==> config.mk <==
export PLATFORM = sky130hd
export DESIGN_NAME = prog_loader_flat
export DESIGN_NICKNAME = d
export VERILOG_FILES = /design/src/rtl/prog_loader_if.sv /design/src/rtl/prog_loader.sv /design/src/flat_wrapper.sv
export SDC_FILE = /design/constraint.sdc
export NUM_CORES = 1
export LEC_CHECK = 0
export BUFFER_PORTS_ARGS = -buffer_cell sky130_fd_sc_hd__buf_2
export CORE_MARGIN = 4
export CORE_UTILIZATION = 47
export CTS_CLUSTER_SIZE = 10
export DETAILED_ROUTE_END_ITERATION = 8
export HOLD_SLACK_MARGIN = 0.06
export PLACE_DENSITY = 0.79
export SYNTH_ARGS = -nofsm -noshare
export SYNTH_HDL_FRONTEND = slang
export SYNTH_SLANG_ARGS = --single-unit
==> constraint.sdc <==
create_clock -name clk -period 1.8 [get_ports clk]
set_clock_uncertainty 0.05 [all_clocks]
set_input_delay 0.09 -clock clk [delete_from_list [all_inputs] [get_ports clk]]
set_output_delay 0.09 -clock clk [all_outputs]
set_load 0.1 [all_outputs]
==> src/rtl/prog_loader_if.sv <==
// Byte-link and instruction-memory write bundle for prog_loader.
// master = host side (drives bytes), slave = the loader (drives memory writes/status).
interface prog_loader_if #(
  parameter int ADDR_W = 10
);
  logic              start;
  logic              byte_valid;
  logic [7:0]        byte_data;
  logic              byte_ready;
  logic              mem_we;
  logic [ADDR_W-1:0] mem_addr;
  logic [31:0]       mem_wdata;
  logic [ADDR_W:0]   word_count;
  logic              cpu_en;
  logic              done;
  logic              error;

  modport master (
    output start, byte_valid, byte_data,
    input  byte_ready, mem_we, mem_addr, mem_wdata, word_count, cpu_en, done, error
  );

  modport slave (
    input  start, byte_valid, byte_data,
    output byte_ready, mem_we, mem_addr, mem_wdata, word_count, cpu_en, done, error
  );
endinterface

==> src/rtl/prog_loader.sv <==
// Packs a big-endian byte stream into 32-bit instruction words and holds the core idle
// until the halt word is stored. Optional trailing XOR checksum: PROG_LOADER_CKSUM_EN.
module prog_loader #(
  parameter int ADDR_W = 10,
  parameter int DEPTH  = 1024
) (
  input  logic         clk,
  input  logic         rst,
  prog_loader_if.slave bus
);

  localparam logic [ADDR_W-1:0] LAST_ADDR = ADDR_W'(DEPTH - 1);
  localparam logic [31:0]       HALT_WORD = 32'hFFFF_FFFF;

  typedef enum logic [2:0] {
    S_IDLE,
    S_LOAD,
    S_WRITE,
    S_DONE,
    S_ERR
`ifdef PROG_LOADER_CKSUM_EN
    , S_CKSUM
`endif
  } state_t;

  state_t            state, state_next;
  logic [1:0]        byte_cnt;
  logic [31:0]       wdata_q;
  logic [ADDR_W-1:0] addr_q;
  logic [ADDR_W:0]   count_q;
  logic              load_start;
  logic              take_byte;
  logic              is_halt;
`ifdef PROG_LOADER_CKSUM_EN
  logic [7:0]        cksum_q;
`endif

  // start is honoured only where no load is in progress.
  assign load_start = bus.start && (state == S_IDLE || state == S_DONE || state == S_ERR);
  assign take_byte  = (state == S_LOAD) && bus.byte_valid;
  assign is_halt    = (wdata_q == HALT_WORD);

  always_ff @(posedge clk) begin
    if (rst) state <= S_IDLE;
    else     state <= state_next;
  end

  // NOTE: every comb output gets a default before the case so no path infers a latch.
  always_comb begin
    state_next = state;
    unique case (state)
      S_IDLE:  if (load_start) state_next = S_LOAD;
      S_LOAD:  if (take_byte && byte_cnt == 2'd3) state_next = S_WRITE;
      S_WRITE: begin
        if (is_halt)
`ifdef PROG_LOADER_CKSUM_EN
          state_next = S_CKSUM;
`else
          state_next = S_DONE;
`endif
        else if (addr_q == LAST_ADDR) state_next = S_ERR;
        else                          state_next = S_LOAD;
      end
`ifdef PROG_LOADER_CKSUM_EN
      S_CKSUM: if (bus.byte_valid) state_next = (bus.byte_data == cksum_q) ? S_DONE : S_ERR;
`endif
      S_DONE:  if (load_start) state_next = S_LOAD;
      S_ERR:   if (load_start) state_next = S_LOAD;
      default: state_next = S_IDLE;
    endcase
  end

  // NOTE: registered state uses non-blocking assignments so every reader sees pre-edge values.
  always_ff @(posedge clk) begin
    if (rst) begin
      byte_cnt <= '0;
      wdata_q  <= '0;
      addr_q   <= '0;
      count_q  <= '0;
`ifdef PROG_LOADER_CKSUM_EN
      cksum_q  <= '0;
`endif
    end else begin
      if (load_start) begin
        byte_cnt <= '0;
        addr_q   <= '0;
        count_q  <= '0;
`ifdef PROG_LOADER_CKSUM_EN
        cksum_q  <= '0;
`endif
      end
      if (take_byte) begin
        wdata_q  <= {wdata_q[23:0], bus.byte_data};
        byte_cnt <= byte_cnt + 2'd1;
`ifdef PROG_LOADER_CKSUM_EN
        cksum_q  <= cksum_q ^ bus.byte_data;
`endif
      end
      if (state == S_WRITE) begin
        count_q <= count_q + 1'b1;
        // A full memory stops at the last address rather than wrapping.
        if (state_next != S_ERR) addr_q <= addr_q + 1'b1;
      end
    end
  end

  assign bus.mem_we     = (state == S_WRITE);
  assign bus.mem_addr   = addr_q;
  assign bus.mem_wdata  = wdata_q;
  assign bus.word_count = count_q;
  assign bus.done       = (state == S_DONE);
  assign bus.cpu_en     = (state == S_DONE);
  assign bus.error      = (state == S_ERR);
`ifdef PROG_LOADER_CKSUM_EN
  assign bus.byte_ready = (state == S_LOAD) || (state == S_CKSUM);
`else
  assign bus.byte_ready = (state == S_LOAD);
`endif

endmodule
==> src/flat_wrapper.sv <==
// flat-port wrapper written by rule: the top's interface ports become plain ports
module prog_loader_flat 
#(
  parameter int ADDR_W = 10,
  parameter int DEPTH  = 1024
)
  (clk, rst, bus_start, bus_byte_valid, bus_byte_data, bus_byte_ready, bus_mem_we, bus_mem_addr, bus_mem_wdata, bus_word_count, bus_cpu_en, bus_done, bus_error);
  prog_loader_if #(.ADDR_W(ADDR_W)) bus_i ();
  input  logic clk;
  input  logic rst;
  input wire logic [$bits(bus_i.start)-1:0] bus_start;
  input wire logic [$bits(bus_i.byte_valid)-1:0] bus_byte_valid;
  input wire logic [$bits(bus_i.byte_data)-1:0] bus_byte_data;
  output wire logic [$bits(bus_i.byte_ready)-1:0] bus_byte_ready;
  output wire logic [$bits(bus_i.mem_we)-1:0] bus_mem_we;
  output wire logic [$bits(bus_i.mem_addr)-1:0] bus_mem_addr;
  output wire logic [$bits(bus_i.mem_wdata)-1:0] bus_mem_wdata;
  output wire logic [$bits(bus_i.word_count)-1:0] bus_word_count;
  output wire logic [$bits(bus_i.cpu_en)-1:0] bus_cpu_en;
  output wire logic [$bits(bus_i.done)-1:0] bus_done;
  output wire logic [$bits(bus_i.error)-1:0] bus_error;
  assign bus_i.start = bus_start;
  assign bus_i.byte_valid = bus_byte_valid;
  assign bus_i.byte_data = bus_byte_data;
  assign bus_byte_ready = bus_i.byte_ready;
  assign bus_mem_we = bus_i.mem_we;
  assign bus_mem_addr = bus_i.mem_addr;
  assign bus_mem_wdata = bus_i.mem_wdata;
  assign bus_word_count = bus_i.word_count;
  assign bus_cpu_en = bus_i.cpu_en;
  assign bus_done = bus_i.done;
  assign bus_error = bus_i.error;
  prog_loader #(.ADDR_W(ADDR_W), .DEPTH(DEPTH)) u_core (.clk(clk), .rst(rst), .bus(bus_i));
endmodule
After elaboration in Yosys (flattened, before gate mapping)
Cells that the tools add are included.

Add/sub/neg operators: 3. Equality and inequality tests: 8. Mux-type cells: 12. Reductions and logical operators: 9.

Operators with widths (number): $eq 32x32->1 const B (1); $mux 10 (3); $mux 11 (2); $mux 3 (4); $add 11x1->11 const B (1); $add 10x1->10 const B (1); $eq 10x10->1 const B (1); $pmux 3 s3 (1); $eq 3x2->1 const B (2); $mux 2 (2); $reduce_bool 2->1 (2); $eq 3x1->1 const B (1); $eq 3x3->1 const B (1); $logic_and 1x1->1 (3); $logic_not 3->1 (1); $ne 3x3->1 const B (1); $reduce_or 3->1 (1); $add 2x1->2 const B (1); $eq 2x2->1 const B (1); $logic_or 1x1->1 (2).

Bits in registers: 58. Output and inout port bits: 58.

Logic depth before layout (Yosys ltp)
Gate-level depths: netlist (run 1).

Word-level depth: 9. Mapped depth: 7. Mapped depth without buffers: 6.

Worst setup path after synthesis (run 1)
Ideal clock, no wire load.

Path kind: register -> register. Start point: register u_core.state[1]. End point: register u_core.wdata_q[12], in the netlist u_core.bus.mem_wdata[12]. Library setup time: 132 ps. Arrival: 3677 ps. Data required time: 1618 ps. Setup slack: -2059 ps. Cell stages (with the launch flop): 7. Path buffers: 2. Clock period less this slack: 3859 ps. Path through: dfxtp_1 > buf_4 > nor3b_1 > nand2_1 > clkbuf_1 > nand2_1 > a21oi_1.

Word-level cells in the longest chain between the ends: 2.

Ends and longest elaborated chain: from (decl) (line prog_loader.sv:26) `state_t state, state_next;`; from (signal assigned) (line prog_loader.sv:45) `else state <= state_next;`; $eq 3x1->1; via bus_byte_ready (line flat_wrapper.sv:14) `output wire logic [$bits(bus_i.byte_ready)-1:0] bus_byte_ready;`; $logic_and 1x1->1 (line prog_loader.sv:40) `assign take_byte = (state == S_LOAD) && bus.byte_valid;`; to (signal assigned) (line prog_loader.sv:93) `wdata_q <= {wdata_q[23:0], bus.byte_data};`; to (decl) (line prog_loader.sv:28) `logic [31:0] wdata_q;`.

The timed path passes the listed nets, and every way through them passes these cells. A chain may end at the register's enable or synchronous reset.

Worst setup path in the final report (run 1)
Start point: register u_core.wdata_q[30], in the netlist u_core.bus.mem_wdata[30]. End point: register u_core.addr_q[5], in the netlist u_core.bus.mem_addr[5].

Word-level cells in the longest chain between the ends: 6.

Ends and longest elaborated chain: $eq 32x32->1 (line prog_loader.sv:41) `assign is_halt = (wdata_q == HALT_WORD);`; $mux 3 (line prog_loader.sv:55) `if (is_halt)`; $pmux 3 s3 (line prog_loader.sv:51) `unique case (state)`; $ne 3x3->1 (line prog_loader.sv:102) `if (state_next != S_ERR) addr_q <= addr_q + 1'b1;`; $mux 10 (line prog_loader.sv:102); $mux 10 (line prog_loader.sv:99) `if (state == S_WRITE) begin`; to (signal assigned) (line prog_loader.sv:102); to (decl) (line prog_loader.sv:29) `logic [ADDR_W-1:0] addr_q;`.

No other way between the ends.

==> metrics.txt, run 1 <==
status=complete, but fails checks; failing checks=negative setup slack; area grow syn2layout=39.5%; worst r2r dst=u_core.bus.mem_addr[5]$_SDFF_PP0_; Reg-to-Reg Start=u_core.bus.mem_wdata[30]$_SDFFE_PP0P_; row cnt=26; Leak=1.39 nW; IO Port Bufs=69; Die X=82.1 um; YS warnings=0; minimum clock period=1830 ps; die height=82.1 um; Synth Net Count=335; largest net degree at the start of global routing=35; ratio of cells with drive above 1 in the final layout=0.420; syn avg cell area=8.07 um^2; final non-filler cell area=0.00360 mm^2; Final Instance Count excl. Fillers=477; WP data required=2000 ps; count of state elements after synthesis=58; Area after DPL=0.00327 mm^2; PD cells=763 mW/mm^2; routability cong.=0.895; core area=0.00520 mm^2; R2R Setup Slk=-30 ps; setup_tns=-33.2 ps; Slew @ Worst Pin=497 ps; Antenna Cells=0; Setup violations, final=1; num ports=70; CTS sink cnt=58; hold crit path type=in -> reg; Starting Density=0.496; clock transition at the registers of the reported paths=60 ps; Via Count=2631; GRT overflow=0; Initial DRC Count=212; startpoint of the worst hold path=bus_start; max-cap violation count=0; dpl ws=-4.60 ps; Util after Layout=0.692; DRC=0; Syn Inst Count=320; Min-Delay Endpoint=u_core.state[0]$_SDFF_PP0_; number of flops mapped to enable cells by yosys=0; CTS buffer count=9; final period utilization=1.02; Nets=417; critical path data arrival time=2040 ps; Fillers=420; drt via density=5.52; pins over their slew limit=0; CTS tree=built; Slew Limit Headroom=0.671; Reg2Reg Depth=6; CP Launch Type=flip-flop; Worst-Skew Late Latency=340 ps; vias in the first global route=2387; Post-Syn Area=0.00258 mm^2; setup ws final=-33.2 ps; first-pass iteration count of the detailed router=5; asr flop ratio synth=0; Hold WS=97.5 ps; Synth Flop Type=dfxtp_1; post-route ant nets=0; crit path capture type=flip-flop; CTS max path bufs=2; critical path fanouts, max=7; f_max=0.545 GHz; CP Class=reg -> reg; initial antenna violation count=0; Synth cell types=40; CTS H-tree lvls=3; Max rail drop VDD=0.617 mV; Die ar.=0.00674 mm^2; WHS Path Cells=3; power consumption=2.75 mW; total wire length=6670 um; Seq/Total Area, Yosys=0.450; hpwl dp=4550 um; hold violation count in the final report=0; CTS Root Buffer Type=clkbuf_8; Placed Cells=451; total global-route track usage=0.210; routed len/inst=14.0 um; first-pass GRT wire length=11000 um; RSZ-0062 raised after global routing=yes
==> worst max-delay path by stage <==
stage,endpoint,startpoint,depth (start not counted),slack (ps)
floorplan,u_core.bus.mem_wdata[11]$_SDFFE_PP0P_,u_core.state[0]$_SDFF_PP0_,7,-310
detailed placement,u_core.bus.mem_addr[6]$_SDFF_PP0_,u_core.bus.mem_wdata[20]$_SDFFE_PP0P_,6,-5
global route,u_core.bus.mem_addr[5]$_SDFF_PP0_,u_core.bus.mem_wdata[25]$_SDFFE_PP0P_,6,-110
finish,u_core.bus.mem_addr[5]$_SDFF_PP0_,u_core.bus.mem_wdata[30]$_SDFFE_PP0P_,6,-30
global placement,u_core.bus.mem_addr[5]$_SDFF_PP0_,u_core.bus.mem_wdata[19]$_SDFFE_PP0P_,6,50
CTS,u_core.bus.mem_addr[5]$_SDFF_PP0_,u_core.bus.mem_wdata[29]$_SDFFE_PP0P_,6,-10
==> final cells by class <==
cell class              instances  area [um^2]  share of cell area
inverters                       2         11.3             0.00313
clock buffers                  10          128              0.0355
repair buffers                 94          593               0.165
flip-flops and latches         58         1340               0.372
multi-input cells             237         1360               0.378
well taps                      70         87.6              0.0243
clock inverters                 6         81.3              0.0226
==> Yosys cell counts, drive strengths merged, types with 2 or more instances <==
| library cell | number | area share |
|---|---|---|
| and3 | 4 | 0.0097 |
| or3 | 3 | 0.0073 |
| buf | 11 | 0.031 |
| nand3b | 2 | 0.0058 |
| nor3b | 2 | 0.0058 |
| o21ai | 7 | 0.014 |
| nor2b | 3 | 0.0073 |
| nand3 | 12 | 0.023 |
| nor3 | 5 | 0.012 |
| nand4 | 16 | 0.039 |
| or4 | 3 | 0.0087 |
| nor2 | 14 | 0.021 |
| dfxtp | 58 | 0.45 |
| nor4 | 3 | 0.015 |
| o211ai | 10 | 0.029 |
| and2 | 2 | 0.0048 |
| nand2 | 76 | 0.11 |
| nand2b | 2 | 0.0048 |
| ha | 3 | 0.015 |
| a21oi | 47 | 0.091 |
| inv | 2 | 0.0029 |
| a31oi | 8 | 0.019 |
| a211oi | 2 | 0.0058 |
| clkbuf | 12 | 0.017 |
| mux2 | 5 | 0.023 |
==> cells by family (layout without fill, tap and decap cells) <==
| kind of cell | count (synthesis) | after routing | synth area share |
|---|---|---|---|
| and+or+nand+nor | 151 | 151 | 0.289 |
| AOI/OAI and AO/OA | 77 | 77 | 0.168 |
| DFF | 58 | 58 | 0.450 |
| buffers and inverters | 25 | 112 | 0.0509 |
| muxes | 6 | 6 | 0.0271 |
| adders and majority gates | 3 | 3 | 0.0145 |
==> layout by cell type (no fill, tap or decap), types with 5 or more instances in the layout <==
master / synthesis / routed
a21oi_1: 47 / 45
a31oi_1: 8 / 8
buf_2: 6 / 68
buf_4: 2 / 15
clkbuf_8: 0 / 9
dfxtp_1: 58 / 7
dfxtp_2: 0 / 6
dfxtp_4: 0 / 45
dlygate4sd3_1: 0 / 8
nand2_1: 76 / 75
nand3_1: 12 / 12
nand4_1: 16 / 16
nor2_1: 13 / 12
o211ai_1: 10 / 10
o21ai_0: 6 / 5
==> repair_timing <==
item | 4_1_cts | 5_1_grt
resized for setup | 2 | 4
setup endpoints to repair | 3 | 6
hold buffers | 8 | 0
pin swaps | 1 | 2
buffers inserted | 1 | 1
endpoints found under the hold margin | 8 | 0
==> worst max-delay path, cell delays in order (launching register included) <==
cell and delay, ps:
dfxtp_4 350, nand4_1 110, nor4_2 310, buf_4 190
a21oi_4 80, or4_1 490, a31oi_1 160
==> sequential cells by signal, summed over array words and instances (netlist names) <==
register and cells:
u_core.bus.mem_wdata 32, u_core.bus.mem_addr 10, u_core.state 3, u_core.bus.word_count 11, u_core.byte_cnt 2
==> where the power goes <==
part / leakage, nW / total, mW / switching [mW] / internal [mW]
Combinational: 0.777 / 0.230 / 0.168 / 0.0625
Sequential: 0.507 / 1.25 / 0.0121 / 1.24
Clock: 0.104 / 1.27 / 0.500 / 0.769
==> metal layers <==
| layer | global-route usage | vias to the layer above | share of wire |
|---|---|---|---|
| met5 | 0 | - | 0 |
| met4 | 0.0914 | 0 | 0.017 |
| met3 | 0.0401 | 12 | 0.061 |
| met2 | 0.337 | 103 | 0.49 |
| met1 | 0.275 | 1202 | 0.43 |
| li1 | - | 1314 | - |
Note: power is estimated with default switching activity, not from simulation.
==> run 2, diff against run 1 <==
- CORE_MARGIN: 4 -> 3
==> metrics.txt, run 2 (synthesized netlist as in run 1, its figures left out) <==
met1 global-route usage=0.291 (+0.0157); crit path capture type=flip-flop; die height=80.1 um (-2.4%); DRC=0 (unchanged); first-pass GRT wire length=11400 um (+4.3%); minimum clock period=1920 ps (+89.8 ps); CP Class=reg -> reg; routability cong.=0.882 (-1.4%); CTS buffer count=9 (unchanged); Slew @ Worst Pin=596 ps (+98.2 ps); GRT overflow=0 (unchanged); num ports=70 (unchanged); clock transition at the registers of the reported paths=70 ps (about the same); Die X=80.1 um (-2.4%); final non-filler cell area=0.00370 mm^2 (+2.8%); IO Port Bufs=69 (unchanged); hold violation count in the final report=0 (unchanged); CTS max path bufs=2 (unchanged); hpwl dp=4550 um (about the same); critical path data arrival time=2120 ps (+80 ps); CTS sink cnt=58 (unchanged); post-route ant nets=0 (unchanged); Area after DPL=0.00329 mm^2 (+0.46%); Initial DRC Count=231 (+9.0%); power consumption=2.63 mW (-4.2%); Setup violations, final=7 (+6); multi-input logic area=0.00141 mm^2 (+3.9%); routed len/inst=14.3 um (+2.6%); drt via density=5.51 (about the same); row cnt=26 (unchanged); Starting Density=0.496 (unchanged); max-cap violation count=0 (unchanged); PD cells=711 mW/mm^2 (-6.8%); critical path fanouts, max=7 (unchanged); RSZ-0062 raised after global routing=yes; initial antenna violation count=0 (unchanged); Die ar.=0.00642 mm^2 (-4.8%); CTS H-tree lvls=3 (unchanged); total global-route track usage=0.224 (+0.0140); most frequent cells in the layout=75 x nand2_1, 68 x buf_2, 46 x a21oi_1, 45 x dfxtp_4, 19 x buf_4; M3 GR Usage=0.0538 (+0.0137); leading cell type in the layout, fill and taps excluded=nand2_1; CP Launch Type=flip-flop; register area=0.00134 mm^2 (unchanged); first-pass iteration count of the detailed router=4 (-1); Nets=424 (+1.7%); Worst-Skew Late Latency=330 ps (about the same); Via Count=2667 (+1.4%); setup ws final=-123 ps (-89.8 ps); setup_tns=-376 ps (-342 ps); largest net degree at the start of global routing=58 (+66%); met2 Track Usage GR=0.344 (+0.00671); f_max=0.520 GHz (-4.7%); failing checks=negative setup slack; CTS Root Buffer Type=clkbuf_8; core area=0.00520 mm^2 (unchanged); total wire length=6940 um (+4.1%); Slew Limit Headroom=0.603 (-0.0677); Max rail drop VDD=0.446 mV (-28%); Leak=1.46 nW (+5.5%); ratio of cells with drive above 1 in the final layout=0.440 (+0.0195); WP data required=1990 ps (about the same); gr busiest metal=met2; area grow syn2layout=43.3%; CTS tree=built; vias in the first global route=2422 (+1.5%); max reg flops=32 (unchanged); Hold WS=130 ps (+32.4 ps); Fillers=413 (-1.7%); hold crit path type=in -> reg; final period utilization=1.07 (+0.0499); Antenna Cells=0 (unchanged); pins over their slew limit=0 (unchanged); status=complete, but fails checks
-- run 2: changes by cell type in the layout (fill, tap and decap cells not counted), moves of 2 or more --
| cell | previous run | this run |
|---|---|---|
| nor4_2 | 3 | 1 |
| a31oi_1 | 8 | 6 |
| clkinv_4 | 0 | 2 |
| nor4_4 | 0 | 2 |
| buf_4 | 15 | 19 |
| buf_6 | 0 | 2 |
-- run 2: final timing paths --
kind / from / endpoint / slack [ps] / depth (start not counted)
max: u_core.bus.mem_wdata[19]$_SDFFE_PP0P_ / u_core.bus.mem_addr[6]$_SDFF_PP0_ / -120 / 5
min: bus_start / u_core.byte_cnt[1]$_SDFFE_PP0P_ / 130 / 4
max reg2reg: u_core.bus.mem_wdata[19]$_SDFFE_PP0P_ / u_core.bus.mem_addr[6]$_SDFF_PP0_ / -120 / 5
min reg2reg: u_core.byte_cnt[1]$_SDFFE_PP0P_ / u_core.byte_cnt[1]$_SDFFE_PP0P_ / 430 / 2
-- run 2: what timing repair did --
action | 4_1_cts | 5_1_grt
resized for setup | 5 | 12
setup endpoints to repair | 7 | 19
endpoints found under the hold margin | 9 | 0
buffers inserted | 1 | 6
pin swaps | 2 | 8
hold buffers | 9 | 0
-- run 2: critical path, cell delays in order (launching register included) --
cell and delay (ps):
dfxtp_4 360, nand4_1 160, nor4_4 450, a21oi_4 140, or4_4 510, a31oi_4 160
-- run 2: area by class of cell --
class / count / area share
multi-input cells: 237 / 0.382
repair buffers: 101 / 0.177
clock buffers: 9 / 0.0335
well taps: 70 / 0.0237
clock inverters: 7 / 0.0189
flip-flops and latches: 58 / 0.362
inverters: 2 / 0.00304
-- run 2: report_power, final --
group | total [mW] | internal (mW) | switching (mW)
Sequential | 1.25 | 1.23 | 0.0116
Clock | 1.15 | 0.635 | 0.516
Combinational | 0.234 | 0.0638 | 0.170
-- run 2: per-layer routing --
metal / routed length [um] / vias to the layer above
met1: 2990 / 1250
met2: 3480 / 79
li1: - / 1322
met3: 315 / 16
met4: 153 / 0
met5: 0 / -
-- run 2: stage by stage --
step                utilization  instances  setup WS [ps]
floorplan                     -        320           -314
global placement          0.632        453          -1.02
detailed placement        0.632        453          -67.2
CTS                       0.693        479          -27.8
global route              0.711        484           -179
finish                    0.711        484           -123
==> run 3, diff against run 2 <==
- CORE_UTILIZATION: 47 -> 52
- PLACE_DENSITY: 0.79 -> 0.82
- clock period: 1.8 -> 1.9 ns (I/O delays scaled with it)
==> metrics.txt, run 3 (synthesized netlist as in run 1, its figures left out) <==
CTS buffer count=9 (unchanged); final period utilization=0.974; critical path fanouts, max=28 (+21); first-pass iteration count of the detailed router=4 (unchanged); Die ar.=0.00585 mm^2 (-8.9%); vias in the first global route=2516 (+3.9%); CTS H-tree lvls=3 (unchanged); initial antenna violation count=0 (unchanged); R2R Setup Slk=80 ps (+200 ps); ratio of cells with drive above 1 in the final layout=0.408 (-0.0318); num ports=70 (unchanged); Critical-path top delay cell=or3b_4; Starting Density=0.543 (+0.0470); CP Launch Type=flip-flop; critical path data arrival time=1700 ps (-420 ps); setup_tns=0 ps (+376 ps); worst r2r dst=u_core.bus.mem_addr[5]$_SDFF_PP0_; Area after DPL=0.00323 mm^2 (-1.9%); Slew Limit Headroom=0.595 (-0.00776); Min-Delay Endpoint=u_core.state[1]$_SDFF_PP0_; max-cap violation count=0 (unchanged); Initial DRC Count=169 (-27%); drt via density=5.53 (+0.39%); clock transition at the registers of the reported paths=60 ps (about the same); hold crit path type=in -> reg; pins over their slew limit=0 (unchanged); dpl ws=66.9 ps (+134 ps); leading cell type in the layout, fill and taps excluded=nand2_1; CP Class=reg -> out; IO Port Bufs=69 (unchanged); PD cells=730 mW/mm^2 (+2.6%); WP data required=1750 ps (-240 ps); minimum clock period=1850 ps; CTS Root Buffer Type=clkbuf_8; hpwl dp=4520 um (-0.76%); WHS Path Cells=5 (+1); area grow syn2layout=39.0%; Die X=76.5 um (-4.6%); row cnt=25 (-3.8%); die height=76.5 um (-4.6%); Final Instance Count excl. Fillers=474 (-2.1%); final non-filler cell area=0.00359 mm^2 (-3.0%); switch share=0.251 (-0.0144); Reg-to-Reg Start=u_core.bus.mem_wdata[23]$_SDFFE_PP0P_; post-route ant nets=0 (unchanged); clock share of power=0.462 (+0.025); DRC=0 (unchanged); status=finished clean; routability cong.=0.840 (-4.8%); hold violation count in the final report=0 (unchanged); Reg2Reg Depth=5 (unchanged); combinational power share=0.085 (-0.004); setup ws final=50.1 ps (+173 ps); Worst-Skew Late Latency=340 ps (about the same); Via Count=2622 (-1.7%); Setup violations, final=0 (-7); total global-route track usage=0.240 (+0.0161); Placed Cells=447 (-1.3%); CTS max path bufs=2 (unchanged); routed len/inst=14.5 um (+1.4%); CTS tree=built; f_max=0.541 GHz; Internal=1.96 mW (+1.4%); sw power=656 uW (-5.9%); max reg flops=32 (unchanged); first-pass GRT wire length=11400 um (-0.12%); Fillers=367 (-11%); largest net degree at the start of global routing=35 (-40%); startpoint of the worst hold path=bus_byte_valid; Leak=1.45 nW (-0.88%); Max rail drop VDD=0.807 mV (+81%); crit path capture type=output port; most frequent cells in the layout=75 x nand2_1, 68 x buf_2, 46 x a21oi_1, 41 x dfxtp_4, 16 x nand4_1; total wire length=6900 um (-0.68%); Slew @ Worst Pin=605 ps (+9.50 ps); CP Cell Sequence=or3b_4 > buf_8 > inv_1 > buf_4 > buf_12; Seq pwr share=0.454 (-0.020); GRT overflow=0 (unchanged); Util after Layout=0.754 (+0.0437); CTS sink cnt=58 (unchanged); Antenna Cells=0 (unchanged); Nets=417 (-1.7%); CP peak stage delay=420 ps (-90 ps); core area=0.00475 mm^2 (-8.7%)
==> run 3: how the worst max path moves through the flow <==
stage | start | cells after the start | endpoint | slack, ps
final | u_core.state[1]$_SDFF_PP0_ | 5 | bus_mem_we | 50
after global routing | u_core.bus.mem_wdata[20]$_SDFFE_PP0P_ | 5 | u_core.bus.mem_addr[5]$_SDFF_PP0_ | -6
after CTS | u_core.state[1]$_SDFF_PP0_ | 5 | bus_mem_we | 20
after detailed placement | u_core.bus.mem_addr[0]$_SDFF_PP0_ | 7 | u_core.bus.mem_addr[7]$_SDFF_PP0_ | 70
after global placement | u_core.bus.mem_wdata[23]$_SDFFE_PP0P_ | 5 | u_core.bus.mem_addr[6]$_SDFF_PP0_ | 100
after floorplan | u_core.state[0]$_SDFF_PP0_ | 7 | u_core.bus.mem_wdata[22]$_SDFFE_PP0P_ | -220
==> run 3: final cells by class <==
cell class	instances	area [um^2]	area share
repair buffers	94	606	0.169
inverters	2	7.51	0.00209
clock buffers	9	124	0.0345
flip-flops and latches	58	1330	0.370
multi-input cells	237	1350	0.377
clock inverters	7	83.8	0.0234
well taps	67	83.8	0.0234
==> run 3: metal layers <==
metal  global-route usage  wire length, um
met2                0.402             3350
met3               0.0603              383
met4                0.143              243
met1                0.275             2920
met5                    0                0
==> run 3: power groups by stage <==
stage / clock network, mW / logic [mW] / registers [mW]
after floorplan: 0 / 0.0986 / 1.27
after global placement: 0 / 0.200 / 1.21
after detailed placement: 0 / 0.202 / 1.21
after CTS: 1.23 / 0.219 / 1.19
after global routing: 1.27 / 0.235 / 1.19
final: 1.21 / 0.221 / 1.19
==> run 3: worst max-delay path: cells and delay by family, from the launching register on <==
family,cells,cell delay (ps)
flip-flops,1,350
buffers and inverters,4,580
AND/OR/NAND/NOR,1,420
==> run 3: what timing repair did <==
| item | in CTS | in global routing |
|---|---|---|
| setup buffers | 0 | 1 |
| pin swaps | 0 | 1 |
| resized for setup | 2 | 7 |
| endpoints found under the setup margin | 2 | 12 |
| endpoints found under the hold margin | 10 | 0 |
| hold buffers | 10 | 0 |
==> run 3: stage by stage <==
step | hold WS (ps) | total power [mW]
global route | 290 | 2.70
floorplan | 171 | 1.37
CTS | 236 | 2.64
detailed placement | 286 | 1.42
finish | 242 | 2.62
global placement | 277 | 1.41
